<file path="config.mk">
export PLATFORM = sky130hd
export DESIGN_NAME = bsg_dmc_refresh_sched
export DESIGN_NICKNAME = d
export VERILOG_FILES = /design/src/rtl/bsg_dmc_pkg.sv /design/src/rtl/bsg_dmc_interval_timer.sv /design/src/rtl/bsg_dmc_refresh_sched.sv
export SDC_FILE = /design/constraint.sdc
export NUM_CORES = 1
export LEC_CHECK = 0
export ABC_AREA = 1
export CORE_ASPECT_RATIO = 0.75
export CORE_MARGIN = 3
export CORE_UTILIZATION = 56
export CTS_CLUSTER_DIAMETER = 80
export DETAILED_ROUTE_END_ITERATION = 10
export MAX_ROUTING_LAYER = met4
export PLACE_DENSITY_LB_ADDON = 0.2
export SLEW_MARGIN = 20
export SYNTH_ARGS = -nofsm -noshare
export SYNTH_HDL_FRONTEND = slang
export SYNTH_HIERARCHICAL = 1
export SYNTH_SLANG_ARGS = --single-unit
</file>
<file path="constraint.sdc">
create_clock -name dfi_clk_1x_i -period 2.3 [get_ports dfi_clk_1x_i]
set_input_delay 0.69 -clock dfi_clk_1x_i [delete_from_list [all_inputs] [get_ports dfi_clk_1x_i]]
set_output_delay 0.69 -clock dfi_clk_1x_i [all_outputs]
set_load 0.005 [all_outputs]
</file>
<file path="src/rtl/bsg_dmc_pkg.sv">
// Shared types and constants for the bsg_dmc controller.
package bsg_dmc_pkg;

  // Refresh scheduler states.
  typedef enum logic [1:0] {
    e_ref_init = 2'd0,
    e_ref_idle = 2'd1,
    e_ref_req  = 2'd2,
    e_ref_rfc  = 2'd3
  } bsg_dmc_refresh_state_e;

  // Refreshes that may be postponed before a request turns urgent.
  localparam int bsg_dmc_max_postpone_gp = 8;

  // Larger of two widths; sizes a register shared between two fields.
  function automatic int bsg_dmc_max_width(input int a, input int b);
    return (a > b) ? a : b;
  endfunction

endpackage

</file>
<file path="src/rtl/bsg_dmc_interval_timer.sv">
// tREFI interval timer: counts up while enabled and emits a registered
// one-cycle tick when the count reaches the limit, then restarts from 0.
// A limit of 0 never ticks. A limit that shrinks below the current count
// ticks on the next cycle instead of wrapping.
module bsg_dmc_interval_timer
  import bsg_dmc_pkg::*;
#(
  parameter int width_p = 16
) (
  input  logic               clk,
  input  logic               reset,
  input  logic               en,
  input  logic [width_p-1:0] limit,
  output logic               tick
);

  logic [width_p-1:0] count_reg;
  logic               tick_reg;

  // Count, compare against the live limit, and clear on each tick.
  always_ff @(posedge clk or posedge reset) begin
    if (reset) begin
      count_reg <= '0;
      tick_reg  <= 1'b0;
    end else if (!en) begin
      count_reg <= '0;
      tick_reg  <= 1'b0;
    end else if ((limit != '0) && (count_reg >= limit)) begin
      count_reg <= '0;
      tick_reg  <= 1'b1;
    end else begin
      count_reg <= count_reg + width_p'(1);
      tick_reg  <= 1'b0;
    end
  end

  assign tick = tick_reg;

endmodule

</file>
<file path="src/rtl/bsg_dmc_refresh_sched.sv">
// Refresh scheduler: waits out the power-up window, accrues one owed
// refresh per tREFI interval, requests auto-refresh from the sequencer and
// holds the bank busy for tRFC after each grant. Postponed refreshes are
// capped at max_postpone_p, where the request becomes urgent and ignores
// stall. All outputs come straight from registers.
module bsg_dmc_refresh_sched
  import bsg_dmc_pkg::*;
#(
  parameter int trefi_width_p  = 16,
  parameter int trfc_width_p   = 4,
  parameter int init_width_p   = 16,
  parameter int max_postpone_p = bsg_dmc_max_postpone_gp,
  localparam int owed_width_lp = $clog2(max_postpone_p + 1)
) (
  input  logic                     dfi_clk_1x_i,
  input  logic                     dfi_rst_i,
  input  logic [trefi_width_p-1:0] trefi_i,
  input  logic [trfc_width_p-1:0]  trfc_i,
  input  logic [init_width_p-1:0]  init_cycles_i,
  input  logic                     stall_i,
  output logic                     ref_req_o,
  input  logic                     ref_ack_i,
  output logic                     ref_urgent_o,
  output logic                     ref_busy_o,
  output logic                     init_done_o,
  output logic [owed_width_lp-1:0] owed_o,
  output logic                     overflow_o
);

  // One down-counter serves both the init wait and the tRFC window.
  localparam int cnt_width_lp = bsg_dmc_max_width(init_width_p, trfc_width_p);
  localparam logic [owed_width_lp-1:0] owed_max_lp = owed_width_lp'(max_postpone_p);

  bsg_dmc_refresh_state_e    state_reg;
  logic [cnt_width_lp-1:0]   cnt_reg;
  logic [cnt_width_lp-1:0]   init_count;
  logic                      init_load_reg;
  logic                      init_done_reg;
  logic [owed_width_lp-1:0]  owed_reg;
  logic                      overflow_reg;
  logic                      tick;
  logic                      ack_fire;
  logic                      urgent;

  // Only an ack seen while requesting counts as a grant.
  assign ack_fire = (state_reg == e_ref_req) && ref_ack_i;
  assign urgent   = (owed_reg == owed_max_lp);

  bsg_dmc_interval_timer #(
    .width_p(trefi_width_p)
  ) interval_timer (
    .clk   (dfi_clk_1x_i),
    .reset (dfi_rst_i),
    .en    (state_reg != e_ref_init),
    .limit (trefi_i),
    .tick  (tick)
  );

  // On the first INIT cycle the counter behaves as if already loaded with
  // init_cycles_i, so a zero wait costs exactly one INIT cycle.
  always_comb begin
    init_count = cnt_reg;
    if (init_load_reg) begin
      init_count = cnt_width_lp'(init_cycles_i);
    end
  end

  // Scheduler FSM with the shared down-counter and sticky init-done flag.
  always_ff @(posedge dfi_clk_1x_i or posedge dfi_rst_i) begin
    if (dfi_rst_i) begin
      state_reg     <= e_ref_init;
      cnt_reg       <= '0;
      init_load_reg <= 1'b1;
      init_done_reg <= 1'b0;
    end else begin
      case (state_reg)
        e_ref_init: begin
          init_load_reg <= 1'b0;
          if (init_count == '0) begin
            state_reg     <= e_ref_idle;
            init_done_reg <= 1'b1;
          end else begin
            cnt_reg <= init_count - cnt_width_lp'(1);
          end
        end
        e_ref_idle: begin
          if ((owed_reg != '0) && (!stall_i || urgent)) begin
            state_reg <= e_ref_req;
          end
        end
        e_ref_req: begin
          if (ref_ack_i) begin
            state_reg <= e_ref_rfc;
            cnt_reg   <= cnt_width_lp'(trfc_i);
          end
        end
        e_ref_rfc: begin
          if (cnt_reg == '0) begin
            state_reg <= e_ref_idle;
          end else begin
            cnt_reg <= cnt_reg - cnt_width_lp'(1);
          end
        end
        default: state_reg <= e_ref_init;
      endcase
    end
  end

  // Owed refresh count: ticks add, grants subtract, saturating at the cap.
  always_ff @(posedge dfi_clk_1x_i or posedge dfi_rst_i) begin
    if (dfi_rst_i) begin
      owed_reg     <= '0;
      overflow_reg <= 1'b0;
    end else if (tick && !ack_fire) begin
      if (owed_reg == owed_max_lp) begin
        overflow_reg <= 1'b1;
      end else begin
        owed_reg <= owed_reg + owed_width_lp'(1);
      end
    end else if (!tick && ack_fire) begin
      owed_reg <= owed_reg - owed_width_lp'(1);
    end
  end

  assign ref_req_o    = (state_reg == e_ref_req);
  assign ref_busy_o   = (state_reg == e_ref_rfc);
  assign ref_urgent_o = urgent;
  assign init_done_o  = init_done_reg;
  assign owed_o       = owed_reg;
  assign overflow_o   = overflow_reg;

endmodule
</file>
* Word-level counts from Yosys, hierarchy flattened
Cells that the tools add are included. Widths: inputs -> output; s select.
Storage, ports and cells: word-level logic and storage cells 64, bits in registers 42, bits of input ports 40, memories kept 0, bits in read-only memories 0, memory bits (writable) 0, bits in latches 0
Operators by class: bitwise operators 0, add/sub/neg operators 5, divide/modulo/power cells 0, shift-type cells 0, mux-type cells 17, reduce and logical (&&, ||, !) cells 22, equal/unequal tests 11, $lt $le $gt $ge 1, multiply operators 0
Operators by type and width (number):
- $mux 16 | 6
- $pmux 16 s3 | 1
- $logic_not 16->1 | 2
- $sub 16x1->16 const B | 2
- $add 16x1->16 const B | 1
- $ge 16x16->1 | 1
- $reduce_bool 16->1 | 1
- $mux 4 | 3
- $ne 2x2->1 const B | 5
- $mux 2 | 4
- $pmux 2 s4 | 1
- $reduce_and 4->1 | 2
- $reduce_and 2->1 | 3
- $logic_and 1x1->1 | 5
- $add 4x1->4 const B | 1
- $eq 2x2->1 const B | 2
- $eq 4x4->1 const B | 1
- $ne 2x1->1 const B | 2
- $reduce_bool 2->1 | 2
- $reduce_bool 4->1 | 1
- $sub 4x1->4 const B | 1
- $logic_not 1->1 | 3
- $reduce_bool 3->1 | 1
- $eq 2x1->1 const B | 1
- 3 further kinds | 4

* Depth between registers and ports, before layout
Gate-level depths: netlist (run 1).
word-level depth 6, depth in mapped cells 14

* By module
Netlist (run 1), hierarchy kept.
By module, submodules not included:
- bsg_dmc_refresh_sched | area each 2198.4 µm², cells each 347, times used 1, sequential area each 626.9 µm²
- bsg_dmc_interval_timer | area each 1482.7 µm², cells each 199, times used 1, sequential area each 425.4 µm²

* Worst setup path before layout (run 1)
No wires, ideal clock.
kind register to register, start register state_reg[0], end register owed_reg[3] (netlist: owed_o[3]), data required time 2.169 ns, path slack 0.107 ns, cell stages (with the launch flop) 10, path buffers 0, library setup time 0.131 ns, arrival 2.062 ns, cells stage by stage dfrtp_1 > inv_1 > ha_1 > inv_1 > o21ai_0 > ha_1 > a21o_1 > a21oi_1 > o21ai_0 > xor2_1
On the way: word-level cells in the longest chain between the ends 6
Ends and longest elaborated chain:
- start, declared | line bsg_dmc_refresh_sched.sv:34 | bsg_dmc_refresh_state_e state_reg;
- start signal, assigned | line bsg_dmc_refresh_sched.sv:71 | state_reg <= e_ref_init;
- start signal, assigned | line bsg_dmc_refresh_sched.sv:80 | state_reg <= e_ref_idle;
- start signal, assigned | line bsg_dmc_refresh_sched.sv:88 | state_reg <= e_ref_req;
- $eq 2x2->1 (*)
- net ref_req_o | line bsg_dmc_refresh_sched.sv:21 | output logic ref_req_o,
- $logic_and 1x1->1 (*) | line bsg_dmc_refresh_sched.sv:46 | assign ack_fire = (state_reg == e_ref_req) && ref_ack_i;
- $logic_not 1->1 | line bsg_dmc_refresh_sched.sv:114 | end else if (tick && !ack_fire) begin
- $logic_and 1x1->1 | line bsg_dmc_refresh_sched.sv:114
- $ne 2x2->1 (no source line) or $reduce_bool 2->1 (tied branches)
- $reduce_and 2->1 (no source line)
- end signal, assigned | line bsg_dmc_refresh_sched.sv:118 | owed_reg <= owed_reg + owed_width_lp'(1);
- end signal, assigned | line bsg_dmc_refresh_sched.sv:121 | owed_reg <= owed_reg - owed_width_lp'(1);
- end, declared | line bsg_dmc_refresh_sched.sv:39 | logic [owed_width_lp-1:0] owed_reg;
Mark *: on every way through the listed nets, which the timed path passes. The rest lies on a longest branch. A chain may end at the register's enable or synchronous reset.

* Final worst setup path (run 1)
start register state_reg[0], end output port ref_req_o
On the way: word-level cells in the longest chain between the ends 1
Ends and longest elaborated chain:
- $eq 2x2->1 | line bsg_dmc_refresh_sched.sv:125 | assign ref_req_o = (state_reg == e_ref_req);
- end, declared | line bsg_dmc_refresh_sched.sv:21
No other way between the ends.

==> results of run 1 <==
## per-layer routing
metal	wire length, um	vias to the layer above
li1	-	1913
met1	4600	1784
met2	4340	187
met3	806	22
met4	119	0
met5	0	-
## worst min-delay path: cells and delay by family, from the launching register on
family	cells	cell delay, ps
AND/OR/NAND/NOR	1	50
flip-flops	1	360
buffers and inverters	1	40
## metrics by stage
step / std cells / total power [W]
after floorplan: 546 / 0.00333
after global placement: 702 / 0.00418
after detailed placement: 702 / 0.00431
after CTS: 710 / 0.00495
after global routing: 711 / 0.00555
final: 711 / 0.00509
## layout by cell type (no fill, tap or decap), types with 3 or more instances in the layout
cell	count
nand2_2	10
clkdlybuf4s50_1	47
buf_4	40
xor2_1	6
nand3_1	49
a21oi_2	11
nor2_4	3
or2_0	3
o21ai_0	18
nor3_1	5
nor4_2	4
a21oi_1	18
inv_1	74
o21ai_1	7
nand4_1	7
inv_2	3
clkbuf_8	6
ha_1	23
nor2_1	42
dfrtp_1	39
nand2_1	178
nor2_2	4
o21ai_2	6
## cell families (layout without fill, tap and decap cells)
| group | after synthesis | after routing |
|---|---|---|
| fa+ha+maj | 26 | 26 |
| simple gates | 314 | 314 |
| compound gates | 66 | 66 |
| xor+xnor | 8 | 8 |
| flops | 42 | 42 |
| buf+inv | 90 | 177 |
## repair_timing
action	in CTS	in global routing
resized for setup	2	9
setup buffers	0	1
endpoints found under the setup margin	2	11
pin swaps	1	0
## power by group
| part | switching, W | internal [W] |
|---|---|---|
| logic | 0.00199 | 0.00131 |
| registers | 0.000210 | 0.000965 |
| clock network | 0.000262 | 0.000354 |
| total | 0.00246 | 0.00262 |
## layout make-up
type	instances	area, um2
Multi-Input combinational cell	414	2260
Tap cell	78	97.6
Timing Repair Buffer	90	815
Sequential cell	42	1050
Fill cell	481	1450
Inverter	79	300
Clock inverter	1	30.0
Clock buffer	7	86.3
## Yosys cell counts (2+ instances only)
cell,count,area (um2)
nor2_1,43,161
nor4_2,4,50.1
or2_0,3,18.8
inv_1,74,278
a21oi_2,11,96.3
inv_2,3,11.3
o21ai_2,6,52.6
nor2_4,3,33.8
nand2_1,178,668
nand2_2,10,62.6
ha_1,25,313
nor3_1,5,25.0
nand3_2,2,20.0
nand3b_1,2,15.0
dfrtp_1,41,1030
xor2_1,6,52.6
o21bai_1,2,15.0
o21ai_1,6,30.0
buf_4,2,15.0
nand4_1,7,43.8
nor2_2,3,18.8
nand3_1,49,245
xnor2_1,2,17.5
a21oi_1,18,90.1
buf_6,6,67.6
o21ai_0,19,95.1
## how the worst max path moves through the flow
stage          cells past startpoint    startpoint                     endpoint
6_report                           3  state_reg[0]                    ref_req_o
5_1_grt                           12    trefi_i[7]  interval_timer/count_reg[3]
4_1_cts                            2     owed_o[2]                 ref_urgent_o
3_5_place_dp                       8     ref_ack_i                    owed_o[3]
3_3_place_gp                       8     ref_ack_i                    owed_o[3]
2_1_floorplan                      9  state_reg[0]                    owed_o[3]
==> results.json, run 1 <==
{
  "status": "finished, final reports clean",
  "grt_remaining_overflow": 0,
  "nets": 698,
  "clockBufferDepth": 2,
  "cts_hold_buf": 0,
  "cts_tree": "yes",
  "synthAdderAreaFrac_pct": 9.04,
  "grt_pass1_vias": 3723,
  "ys_seq_area_share_pct": 28.6,
  "clk_latency_ps": 300,
  "synth_cell_types": 42,
  "grt_antenna_before_repair": 0,
  "grtUsageTotal_pct": 27.2,
  "syn_area_mm2": 0.00368,
  "worstSetupStartpointType": "flop",
  "min_path_type": "flop to flop",
  "n_antenna_cell": 0,
  "hold_viol": 0,
  "synthCells": 546,
  "pwr_density_cell_mw_per_mm2": 1090,
  "synth_mux_area_share_pct": 0,
  "place_area_mm2": 0.00448,
  "setup_viol_count_final": 0,
  "slowest_stage": "clkdlybuf4s50_1",
  "core_mm2": 0.00610,
  "ant_nets": 0,
  "path_max_fanout": 4,
  "period_share_pct": 97.4,
  "synth_nets": 612,
  "dieArea_mm2": 0.00759,
  "rr_startpoint": "state_reg[1]",
  "grt_pass1_wl_um": 16600,
  "critPathMaxStageDelay_ps": 500,
  "crit_family": "buffers and inverters",
  "gr-max-usage-layer": "met2",
  "start_util_pct": 60.4,
  "area_growth_pct": 26.2,
  "post-place-ws_ps": -212,
  "worst_pin_slew_ps": 422,
  "hold_start": "init_done_o",
  "ys.flop_type": "dfrtp_1",
  "grt_util_met1_pct": 38.4,
  "synth-edff-count": 0,
  "ff2ff_path_depth": 11,
  "slew_headroom_pct": 71.8,
  "synth_compound_area_share_pct": 11.2,
  "final_cell_area_mm2": 0.00465,
  "synth_xor_area_share_pct": 1.90,
  "dp_hpwl_um": 7870,
  "holdWs_ps": 480,
  "final_util_pct": 76.2,
  "fin_crit_ps": 2240,
  "ys_warn_count": 6,
  "maxCapViolCount": 0,
  "wl_um": 9870,
  "r2r_end": "cnt_reg[10]",
  "setup_ws_ps": 60.7,
  "worstPathCellList": "inv_1, ha_4, clkdlybuf4s50_1",
  "grt_max_degree": 26,
  "async_reset_ff_share_pct": 100,
  "drive_above_1_share_pct": 16.4,
  "cp-end-kind": "primary output",
  "fin_skew_ps": 6.24,
  "synth_top_family_by_area": "simple AND/OR/NAND/NOR gates",
  "dr.pass1.iters": 6,
  "p_leak_nw": 2.46,
  "die_w_um": 99.6,
  "required_ps": 1610,
  "cts.clk_slew.worst_paths_ps": 80,
  "post_drt_wl_per_cell_um": 13.9,
  "die_height_um": 76.2,
  "yosys.area_share.simple_pct": 38.4,
  "min_path_cells": 2,
  "cts-root-buf": "clkbuf_8",
  "cts_sinks": 42,
  "grt_use_met2_pct": 41.6,
  "drc_errors": 0,
  "rows": 24,
  "drt_iter0_drc": 352,
  "cts_max_level": 2,
  "hold_end": "init_done_o",
  "setup-tns-final_ps": 0,
  "grtUsageMet3_pct": 4.21,
  "avgViaCountPerCell": 5.49,
  "io_buffers": 48,
  "critPathBufInv": 2,
  "arrival_ps": 1550,
  "pin_count": 49,
  "ir_drop_v": 0.000856,
  "r2r_slack_ps": 170,
  "drv_slew": 0,
  "numCtsBuffers": 5,
  "synth_area_per_cell_um2": 6.74,
  "via_count": 3906,
  "gp_congestion": 0.941,
  "fmax_ghz": 0.447,
  "rsz0062_at_grt": "no",
  "crit_type": "flop to primary output",
  "synth.ff_latch_count": 42
}
No activity file was read; power rests on OpenSTA's default activity.
==> run 2: changes to the inputs <==
--- a/config.mk
+++ b/config.mk
@@ -13,6 +13,7 @@
 export DETAILED_ROUTE_END_ITERATION = 10
 export MAX_ROUTING_LAYER = met4
 export PLACE_DENSITY_LB_ADDON = 0.2
+export SETUP_SLACK_MARGIN = 0.02
 export SLEW_MARGIN = 20
 export SYNTH_ARGS = -nofsm -noshare
 export SYNTH_HDL_FRONTEND = slang
==> run 2 against run 1 <==
Net effect: routed wire length fell by 1.2%; register-to-register slack hardly changed; design area about the same; fmax increased by 2.1%; final cell count unchanged; largest power group unchanged; sequential cell count stayed put; clock-buffer cell count unchanged; first-iteration DRC count fell by 12%; critical path depth rose by 6; die area is the same.
==> results.json, run 2 (same netlist as run 1, synthesis figures left out) <==
{
  "status": "finished, final reports clean",
  "slew_headroom_pct": 72.8,
  "worst_pin_slew_ps": 403,
  "crit_type": "input pin to flop",
  "r2r_slack_ps": 170,
  "die_w_um": 99.6,
  "grt_antenna_before_repair": 0,
  "clk_latency_ps": 290,
  "drt_iter0_drc": 310,
  "crit_family": "buffers and inverters",
  "wl_um": 9750,
  "multi_input_area_mm2": 0.00226,
  "min_path_type": "flop to flop",
  "drive_above_1_share_pct": 16.6,
  "required_ps": 2520,
  "setup_ws_ps": 106,
  "grt_remaining_overflow": 0,
  "maxCapViolCount": 0,
  "post-place-ws_ps": -212,
  "pin_count": 49,
  "ir_drop_v": 0.000851,
  "n_antenna_cell": 0,
  "p_leak_nw": 2.47,
  "grtUsageTotal_pct": 27.2,
  "die_height_um": 76.2,
  "rows": 24,
  "dieArea_mm2": 0.00759,
  "clockBufferDepth": 2,
  "arrival_ps": 2420,
  "gp_congestion": 0.941,
  "grt_pass1_vias": 3723,
  "seqCellArea_mm2": 0.00105,
  "dr.pass1.iters": 5,
  "period_share_pct": 95.4,
  "cts_tree": "yes",
  "via_count": 3913,
  "cts_max_level": 2,
  "critPathBufInv": 3,
  "grt_pass1_wl_um": 16600,
  "dp_cells": 702,
  "cts-root-buf": "clkbuf_8",
  "dp_hpwl_um": 7870,
  "setup_viol_count_final": 0,
  "cp-end-kind": "flop",
  "holdWs_ps": 480,
  "place_area_mm2": 0.00448,
  "total_power_w": 0.00506,
  "start_util_pct": 60.4,
  "nets": 698,
  "drc_errors": 0,
  "pwr_density_cell_mw_per_mm2": 1090,
  "fin_skew_ps": 6.76,
  "final_cells": 711,
  "final_common_cell": "nand2_1",
  "layout_common_cells": "nand2_1, inv_1, nand3_1, clkdlybuf4s50_1, nor2_1",
  "fillers": 483,
  "avgViaCountPerCell": 5.50,
  "path_common_cell": "a21oi_1",
  "numCtsBuffers": 5,
  "core_mm2": 0.00610,
  "path_max_fanout": 11,
  "worstSetupStartpointType": "input pin",
  "area_growth_pct": 26.2,
  "fin_crit_ps": 2190,
  "hold_viol": 0,
  "post_drt_wl_per_cell_um": 13.7,
  "slowest_stage": "clkdlybuf4s50_1",
  "ant_nets": 0,
  "worstPathCellList": "clkdlybuf4s50_1, inv_1, ha_1, a21oi_1, o21ai_0, nor2_1, nand2_2, buf_12, a21oi_1",
  "cts.clk_slew.worst_paths_ps": 80,
  "io_buffers": 48,
  "critPathMaxStageDelay_ps": 500,
  "cts_sinks": 42,
  "rsz0062_at_grt": "yes",
  "drv_slew": 0,
  "grt_max_degree": 26,
  "final_cell_area_mm2": 0.00464,
  "fmax_ghz": 0.456
}
[run 2: changes by cell type in the layout (fill, tap and decap cells not counted)]
cell / delta
inv_2: +1
buf_4: +1
dlymetal6s2s_1: +1
clkdlybuf4s50_1: -1
buf_6: -1
inv_1: -1
[run 2: worst min-delay path, delay by kind of cell (launching register included)]
kind	cells	cell delay (ps)
buffers and inverters	1	40
flip-flops	1	360
AND/OR/NAND/NOR	1	50
[run 2: area by class of cell]
cell class                 instances  area share [%]
clock buffer                       7            1.86
clock inverter                     1           0.647
inverter                          79            6.47
multi-input combinational        414            48.7
sequential                        42            22.7
tap                               78            2.10
timing repair buffer              90            17.5
[run 2: worst paths after layout]
path / endpoint / cells after the start / startpoint
hold / removal: init_done_o / 2 / init_done_o
hold reg to reg: init_done_o / 2 / init_done_o
max in group asynchronous: init_load_reg / 3 / dfi_rst_i
setup / recovery: interval_timer/count_reg[3] / 9 / trefi_i[15]
setup reg to reg: cnt_reg[10] / 11 / state_reg[1]
min in group asynchronous: interval_timer/count_reg[1] / 3 / dfi_rst_i
[run 2: report_power, final]
group | internal (W) | switching, W
clock | 0.000354 | 0.000260
combinational | 0.00130 | 0.00197
sequential | 0.000965 | 0.000211
total | 0.00262 | 0.00244
[run 2: timing repair]
action	in CTS	in global routing
setup buffers	0	1
endpoints found under the hold margin	0	0
pin swaps	1	2
endpoints found under the setup margin	2	14
hold buffers	0	0
resized for setup	2	10
[run 2: stage by stage]
stage	utilization (%)	TNS (ps)
2_1_floorplan	-	0
3_3_place_gp	73.5	-1280
3_5_place_dp	73.5	-3460
4_1_cts	75.6	0
5_1_grt	76.2	0
6_report	76.2	0
[run 2: routing by layer]
layer | global-route usage [%] | up-vias | share of wire, %
met5 | - | - | 0
met4 | 5.87 | 0 | 1.1
met2 | 41.6 | 189 | 44
met3 | 4.21 | 18 | 8.8
met1 | 38.4 | 1789 | 46
li1 | - | 1917 | -
==> run 3: changes to the inputs <==
--- a/config.mk
+++ b/config.mk
@@ -9,7 +9,7 @@
 export CORE_ASPECT_RATIO = 0.75
 export CORE_MARGIN = 3
 export CORE_UTILIZATION = 56
-export CTS_CLUSTER_DIAMETER = 80
+export CTS_CLUSTER_DIAMETER = 40
 export DETAILED_ROUTE_END_ITERATION = 10
 export MAX_ROUTING_LAYER = met4
 export PLACE_DENSITY_LB_ADDON = 0.2
==> results of run 3 <==
No change in the layout: final DEF, timing and power equal those of run 2.
